===== config.mk =====
export PLATFORM = sky130hd
export DESIGN_NAME = chunked_adder_seq
export DESIGN_NICKNAME = d
export VERILOG_FILES = /design/src/rtl/chunked_adder_seq.sv
export SDC_FILE = /design/constraint.sdc
export NUM_CORES = 1
export LEC_CHECK = 0
export ABC_AREA = 1
export BUFFER_PORTS_ARGS = -buffer_cell sky130_fd_sc_hd__buf_2
export CAP_MARGIN = 20
export CORE_ASPECT_RATIO = 0.75
export CORE_MARGIN = 1.5
export CORE_UTILIZATION = 54
export DETAILED_ROUTE_END_ITERATION = 10
export MAX_ROUTING_LAYER = met4
export PLACE_DENSITY = 0.78
export SETUP_SLACK_MARGIN = 0.4
export SYNTH_ARGS = -nofsm -noshare
export SYNTH_HDL_FRONTEND = slang
export SYNTH_SLANG_ARGS = --single-unit

===== constraint.sdc =====
create_clock -name clk -period 2.05 [get_ports clk]
set_input_delay 0.205 -clock clk [delete_from_list [all_inputs] [get_ports clk]]
set_output_delay 0.205 -clock clk [all_outputs]
set_load 0.05 [all_outputs]

===== src/rtl/chunked_adder_seq.sv =====
// Multi-cycle add/sub: CHUNK bits per clock with a registered carry; optional clamp via `CHUNKED_ADDER_SAT_EN.
// Latency NCHUNK cycles accept-to-done; one result per NCHUNK+1 cycles with start held.
// Backpressure: start is only sampled in IDLE/DONE; requests while busy are dropped, never queued.
module chunked_adder_seq #(
    parameter int WIDTH = 16,
    parameter int CHUNK = 4
) (
    input  logic             clk,
    input  logic             rst,
    input  logic             start,
    input  logic [WIDTH-1:0] a,
    input  logic [WIDTH-1:0] b,
    input  logic             cin,
    input  logic             sub,
    output logic             busy,
    output logic             done,
    output logic [WIDTH-1:0] s,
    output logic             cout,
    output logic             ovf
);
    localparam int NCHUNK = WIDTH / CHUNK;
    localparam int KW = (NCHUNK > 1) ? $clog2(NCHUNK) : 1;
    localparam logic [KW-1:0] KLAST = KW'(NCHUNK - 1);

    typedef enum logic [1:0] {IDLE, RUN, DONE} state_t;

    state_t           state;
    logic [WIDTH-1:0] a_r;
    logic [WIDTH-1:0] b_r;
    logic [WIDTH-1:0] shadow;
    logic             carry;
    logic [KW-1:0]    k;

    logic [CHUNK-1:0] a_c;
    logic [CHUNK-1:0] b_c;
    logic [CHUNK-1:0] sum_c;
    logic             c_out;
    logic             c_msb;
    logic             ovf_n;
    logic [WIDTH-1:0] shadow_n;
    logic [WIDTH-1:0] s_n;

    // Operand registers shift right each RUN cycle, so the active chunk is
    // always the low slice; the shadow fills from the top in the same way.
    always_comb begin
        a_c = a_r[CHUNK-1:0];
        b_c = b_r[CHUNK-1:0];
        {c_out, sum_c} = {1'b0, a_c} + {1'b0, b_c} + {{CHUNK{1'b0}}, carry};
        c_msb = sum_c[CHUNK-1] ^ a_c[CHUNK-1] ^ b_c[CHUNK-1];
        ovf_n = c_msb ^ c_out;
        shadow_n = (shadow >> CHUNK) | (WIDTH'(sum_c) << (WIDTH - CHUNK));
        s_n = shadow_n;
`ifdef CHUNKED_ADDER_SAT_EN
        // In the last chunk a_c's MSB is the operand sign; on overflow both signs agree.
        if (ovf_n) begin
            s_n = a_c[CHUNK-1] ? {1'b1, {(WIDTH-1){1'b0}}} : {1'b0, {(WIDTH-1){1'b1}}};
        end
`endif
    end

    always_ff @(posedge clk) begin
        if (rst) begin
            state  <= IDLE;
            a_r    <= '0;
            b_r    <= '0;
            shadow <= '0;
            carry  <= 1'b0;
            k      <= '0;
            busy   <= 1'b0;
            done   <= 1'b0;
            s      <= '0;
            cout   <= 1'b0;
            ovf    <= 1'b0;
        end else begin
            done <= 1'b0;
            case (state)
                IDLE, DONE: begin
                    if (start) begin
                        a_r   <= a;
                        b_r   <= b ^ {WIDTH{sub}};
                        carry <= cin ^ sub;
                        k     <= '0;
                        state <= RUN;
                        busy  <= 1'b1;
                    end else begin
                        state <= IDLE;
                        busy  <= 1'b0;
                    end
                end
                RUN: begin
                    a_r    <= a_r >> CHUNK;
                    b_r    <= b_r >> CHUNK;
                    shadow <= shadow_n;
                    carry  <= c_out;
                    if (k == KLAST) begin
                        k     <= '0;
                        state <= DONE;
                        busy  <= 1'b0;
                        done  <= 1'b1;
                        s     <= s_n;
                        cout  <= c_out;
                        ovf   <= ovf_n;
                    end else begin
                        k <= k + 1'b1;
                    end
                end
                default: begin
                    state <= IDLE;
                    busy  <= 1'b0;
                end
            endcase
        end
    end
endmodule


==> flow_metrics.tcl, run 1 <==
set metrics [dict create \
    drt-initial-drc-count 133 \
    cts_made_buffers 9 \
    synth-edff-count 0 \
    synth_nets 420 \
    crit_path_max_incr_delay_ns 0.40 \
    io_buffers 56 \
    grt_max_degree 34 \
    syn-cell-area_mm2 0.00293 \
    cp_data_arrival_time_ns 1.95 \
    status "finished clean" \
    ir_drop_mv 0.698 \
    ys_ff_latch 68 \
    critPathMaxFanout 2 \
    grt_pass1_wl_um 10500 \
    cts_root_buffer "clkbuf_8" \
    final_hold_viol_count 0 \
    drtPass1Iterations 4 \
    drt-total-wl_um 6610 \
    design.core.area_mm2 0.00506 \
    hpwl_um 4330 \
    gr-total-overflow 0 \
    num_vias 2621 \
    worstPathCellList "fa_2 > inv_2 > fa_2 > inv_2 > nand3_2 > nand2_2 > nand2_1 > nand2_1 > inv_1 > nand2_1 > nand3_1 > nand2_1 > inv_1" \
    routedWlPerCell_um 12.9 \
    drc_errors 0 \
    setup_viol 0 \
    startpoint_type "flip-flop" \
    clk_path_buf_depth 2 \
    dieArea_mm2 0.00588 \
    worstMarginPinSlew_ns 0.616 \
    synth-main-ff-cell "dfxtp_1" \
    hold_path_class "in2reg" \
    use_met1_pct 32.3 \
    final_nets 479 \
    cts-htree-levels 3 \
    required_ns 2.31 \
    tns_ns 0 \
    final_layout_size_suffix_gt1_share_pct 23.8 \
    use_met3_pct 7.81 \
    num_rows 22 \
    clk_pin_slew_worst_paths_ns 0.07 \
    fin_cells 513 \
    synth_top_area_share_pct 46.5 \
    fin_worst_skew_ns 0.00709 \
    busiest_layer "met2" \
    layout_min_cycle_time_ns 1.70 \
    slowest_stage "fa_2" \
    synthTopCellsByArea "dfxtp_1 46%, nand2_1 14%, a21oi_1 5.3%, inv_1 4.6%, o21ai_0 4.1%" \
    synthArstFlopShare_pct 0 \
    synth_seq_area_share_pct 46.5 \
    syn_avg_cell_area_um2 7.77 \
    n_antenna_cell 0 \
    final_max_slew_viol_count 0 \
    r2r_slack_ns 0.35 \
    met2_usage_pct 36.5 \
    clock_latency_ns 0.35 \
    yosysWarnings 0 \
    end_kind "flip-flop" \
    grt_pass1_vias 2226 \
    period_share_pct 82.7 \
    die_h_um 66.8 \
    hold_buffers 0 \
    crit_type "reg2reg" \
    synth.largest_area_cell "dfxtp_1" \
    grt_antenna_before_repair 0 \
    drtAntennaViolNets 0 \
    cpMostUsedCell "nand2_1" \
    relSlewSlack_pct 58.9 \
    synthToLayoutAreaGrowth_pct 20.8 \
    synth_cell_types 27 \
    globalplace.congestion 0.845 \
    place_inst 490 \
    fin_util_pct 69.8 \
    drv_cap 0 \
    die_w_um 88.0 \
    via_per_inst 5.11 \
    clkSinkCount 68 \
    leakage_nw 1.63 \
    io_pins 57 \
    clock.fmax_mhz 590 \
    power_mw 3.18 \
    pwr_density_cell_mw_per_mm2 900 \
    syn_inst 377 \
    initial_core_util_pct 57.8 \
    tritoncts "yes" \
    rsz0062_at_grt "true" \
    grt_usage_pct 24.7 \
]
==> report_power, final <==
part | internal, mW | leakage [nW] | switching [mW]
clock | 0.840 | 0.122 | 0.502
sequential | 1.40 | 0.557 | 0.0403
combinational | 0.158 | 0.955 | 0.246
==> cells by family after synthesis <==
logic type               synth area share [%]
adder cells (fa/ha/maj)                  3.08
flip-flops                               46.5
AND/OR/NAND/NOR                          20.4
AO/OA/AOI/OAI                            16.2
XOR/XNOR                                 4.19
buffers and inverters                    9.62
==> area by class of cell <==
class                      count  area (um2)
sequential                    68        1370
clock buffer                  10         138
inverter                      41         154
fill                         431        1530
timing repair buffer          69         378
multi-input combinational    247        1300
clock inverter                 6         111
tap                           72        90.1
==> through the flow <==
step | instance area [um2] | hold slack (ns) | setup slack (ns)
2_1_floorplan | 2930 | 0.353 | 0.401
3_3_place_gp | 3220 | 0.449 | 0.334
3_5_place_dp | 3220 | 0.454 | 0.220
4_1_cts | 3490 | 0.0889 | 0.370
5_1_grt | 3540 | 0.107 | 0.236
6_report | 3540 | 0.101 | 0.355
==> cells in the final DEF (no fill, tap or decap), drive strengths merged <==
| cell type | n |
|---|---|
| clkinvlp | 1 |
| a21oi | 31 |
| dfxtp | 68 |
| fa | 2 |
| a31oi | 13 |
| o211ai | 2 |
| buf | 69 |
| or2 | 2 |
| xnor2 | 13 |
| xor2 | 1 |
| a211oi | 2 |
| bufinv | 3 |
| nor2 | 19 |
| nand2 | 111 |
| clkbuf | 10 |
| o221ai | 10 |
| ha | 4 |
| o21ai | 24 |
| nand3 | 13 |
| clkinv | 3 |
| inv | 40 |
==> flip-flops by register name, summed over array words and instances (netlist names) <==
register / flops
k: 2
cout: 1
shadow: 12
ovf: 1
s: 16
carry: 1
b_r: 16
a_r: 16
state: 2
done: 1
==> routing by layer <==
metal | vias to the layer above | share of wire (%) | wire length [um]
met3 | 12 | 6.0 | 399
li1 | 1333 | - | -
met1 | 1204 | 46 | 3060
met5 | - | 0 | 0
met2 | 72 | 46 | 3050
met4 | 0 | 1.5 | 98
==> critical path, delay by kind of cell (launching register included) <==
kind	cells	cell delay, ns
fa+ha+maj	2	0.63
flops	1	0.35
buf+inv	4	0.18
simple gates	7	0.45
==> path summary, 6_finish.rpt <==
kind | start | end | cells after the start
max | b_r[0] | ovf | 13
min | a[13] | a_r[13] | 3
max reg2reg | b_r[0] | ovf | 13
min reg2reg | s[1] | s[1] | 2
==> Yosys cell counts (2+ instances only) <==
master,n
a211oi_1,2
a21oi_1,31
a31oi_1,13
buf_2,12
buf_6,4
clkbuf_1,3
dfxtp_1,68
fa_1,2
ha_1,4
inv_1,36
inv_2,4
nand2_1,108
nand2_4,2
nand3_1,13
nor2_1,17
nor2_4,2
o211ai_1,2
o21ai_0,24
o221ai_1,10
xnor2_1,13
==> what timing repair did <==
| action | 4_1_cts | 5_1_grt |
|---|---|---|
| setup buffers | 2 | 5 |
| pin swaps | 2 | 3 |
| endpoints found under the setup margin | 2 | 7 |
| resized for setup | 6 | 4 |
(Power assumes the default switching activity.)
==> inputs of run 2 (changes only) <==
--- a/config.mk
+++ b/config.mk
@@ -10,10 +10,10 @@
 export CAP_MARGIN = 20
 export CORE_ASPECT_RATIO = 0.75
 export CORE_MARGIN = 1.5
-export CORE_UTILIZATION = 54
+export CORE_UTILIZATION = 49
 export DETAILED_ROUTE_END_ITERATION = 10
 export MAX_ROUTING_LAYER = met4
-export PLACE_DENSITY = 0.78
+export PLACE_DENSITY = 0.75
 export SETUP_SLACK_MARGIN = 0.4
 export SYNTH_ARGS = -nofsm -noshare
 export SYNTH_HDL_FRONTEND = slang
==> constraint.sdc (replaced) <==
create_clock -name clk -period 1.55 [get_ports clk]
set_input_delay 0.155 -clock clk [delete_from_list [all_inputs] [get_ports clk]]
set_output_delay 0.155 -clock clk [all_outputs]
set_load 0.05 [all_outputs]
==> flow_metrics.tcl, run 2 (synthesis results as in run 1) <==
set metrics [dict create \
    status "finished with violations" \
    violations "negative setup slack" \
    dp_slack_ns -0.103 \
    largest_registers "a_r x16, b_r x16, s x16" \
    drtPass1Iterations 5 \
    required_ns 1.82 \
    clock.fmax_mhz 510 \
    routedWlPerCell_um 21.7 \
    final_nets 513 \
    whs_ns 0.0398 \
    rsz0062_at_grt "true" \
    io_pins 57 \
    fin_cells 553 \
    clk_pin_slew_worst_paths_ns 0.08 \
    cp_data_arrival_time_ns 2.23 \
    hpwl_um 4490 \
    final_max_slew_viol_count 0 \
    initial_core_util_pct 50.5 \
    leakage_nw 2.13 \
    via_per_inst 6.03 \
    grt_antenna_before_repair 0 \
    critPathMaxFanout 2 \
    clkSinkCount 68 \
    die_w_um 92.3 \
    period_share_pct 127 \
    drt-initial-drc-count 372 \
    cts-htree-levels 3 \
    pwr-share-seq_pct 44.1 \
    drt-total-wl_um 12000 \
    globalplace.congestion 0.789 \
    final_layout_size_suffix_gt1_share_pct 52.0 \
    tritoncts "yes" \
    design.core.area_mm2 0.00580 \
    fin_util_pct 81.7 \
    p_sw_mw 1.45 \
    timing.rr.start "a_r[0]" \
    p_sw_share_pct 32.9 \
    p_int_mw 2.97 \
    synthToLayoutAreaGrowth_pct 61.8 \
    clock_power_share_pct 30.3 \
    power_mw 4.42 \
    setup_viol 7 \
    num_rows 24 \
    grt_usage_pct 28.4 \
    place_inst 503 \
    hold_start "a[13]" \
    drv_cap 0 \
    power_frac_comb_pct 25.6 \
    relSlewSlack_pct 63.9 \
    ir_drop_mv 0.559 \
    hold_path_class "in2reg" \
    final_hold_viol_count 0 \
    clock_latency_ns 0.37 \
    worstMarginPinSlew_ns 0.542 \
    grt_pass1_vias 2813 \
    end_kind "flip-flop" \
    slowest_stage "dfxtp_2" \
    final_cell_mix "64 x dfxtp_1, 56 x nand2_1, 41 x buf_2" \
    dieArea_mm2 0.00645 \
    clk_path_buf_depth 2 \
    crit_path_max_incr_delay_ns 0.37 \
    pwr_density_cell_mw_per_mm2 934 \
    crit_type "reg2reg" \
    critical_path.startpoint "a_r[0]" \
    final_common_cell "dfxtp_1" \
    worst_slack_ns -0.411 \
    drtAntennaViolNets 0 \
    cts_root_buffer "clkbuf_8" \
    grt_pass1_wl_um 13800 \
    worstPathCellList "fa_2 > inv_2 > fa_2 > inv_2 > nand3_2 > nand2_2 > nand2_1 > nand2_1 > inv_1 > nand2_1 > nand3_1 > nand2_1 > inv_1" \
    layout_min_cycle_time_ns 1.96 \
    n_antenna_cell 0 \
    hold_buffers 0 \
    drc_errors 0 \
    cpMostUsedCell "nand2_1" \
    grt_max_degree 34 \
    io_buffers 56 \
    startpoint_type "flip-flop" \
    num_vias 3333 \
    die_h_um 69.9 \
    cts_made_buffers 9 \
    fin_worst_skew_ns 0.00667 \
    gr-total-overflow 0 \
]
==> run 2: stage by stage <==
step / setup TNS [ns] / area [um2]
2_1_floorplan: -0.0172 / 3020
4_1_cts: -0.126 / 4170
3_3_place_gp: -0.0511 / 3360
6_report: -1.78 / 4740
3_5_place_dp: -0.134 / 3360
5_1_grt: -1.83 / 4740
==> run 2: timing repair <==
| action | in CTS | in global routing |
|---|---|---|
| endpoints found under the setup margin | 59 | 79 |
| pin swaps | 31 | 43 |
| setup buffers | 18 | 9 |
| cloned | 6 | 1 |
| gates resized for setup | 109 | 117 |
==> run 2: critical path: cells and delay by family, from the launching register on <==
family	cells	cell delay [ns]
simple gates	7	0.68
fa+ha+maj	2	0.59
flops	1	0.37
buf+inv	4	0.22
==> run 2: final timing paths <==
kind / slack, ns / end / depth (start not counted)
max: -0.41 / ovf / 13
min: 0.04 / a_r[13] / 3
max reg2reg: -0.41 / ovf / 13
min reg2reg: 0.48 / s[7] / 2
==> run 2: cell type report <==
class                      instances  area (um2)
clock inverter                     5        27.5
timing repair buffer             102         970
inverter                          41         183
fill                             295        1060
clock buffer                      11         141
timing repair inverter             1        16.3
sequential                        68        1370
multi-input combinational        247        1930
tap                               78        97.6
==> run 2: per-layer routing <==
layer | vias to the layer above | global-route usage [%] | routed length [um]
met5 | - | - | 0
met2 | 251 | 42.2 | 5680
met1 | 1593 | 36.4 | 4510
met4 | 0 | 10.4 | 621
li1 | 1415 | - | -
met3 | 74 | 8.71 | 1180
==> run 2: power groups by stage <==
stage / clock network [mW] / registers [mW] / logic (mW)
2_1_floorplan: 0 / 1.94 / 0.391
3_3_place_gp: 0 / 1.93 / 0.527
3_5_place_dp: 0 / 1.94 / 0.537
4_1_cts: 1.29 / 1.92 / 0.842
5_1_grt: 1.40 / 1.96 / 1.18
6_report: 1.34 / 1.95 / 1.13
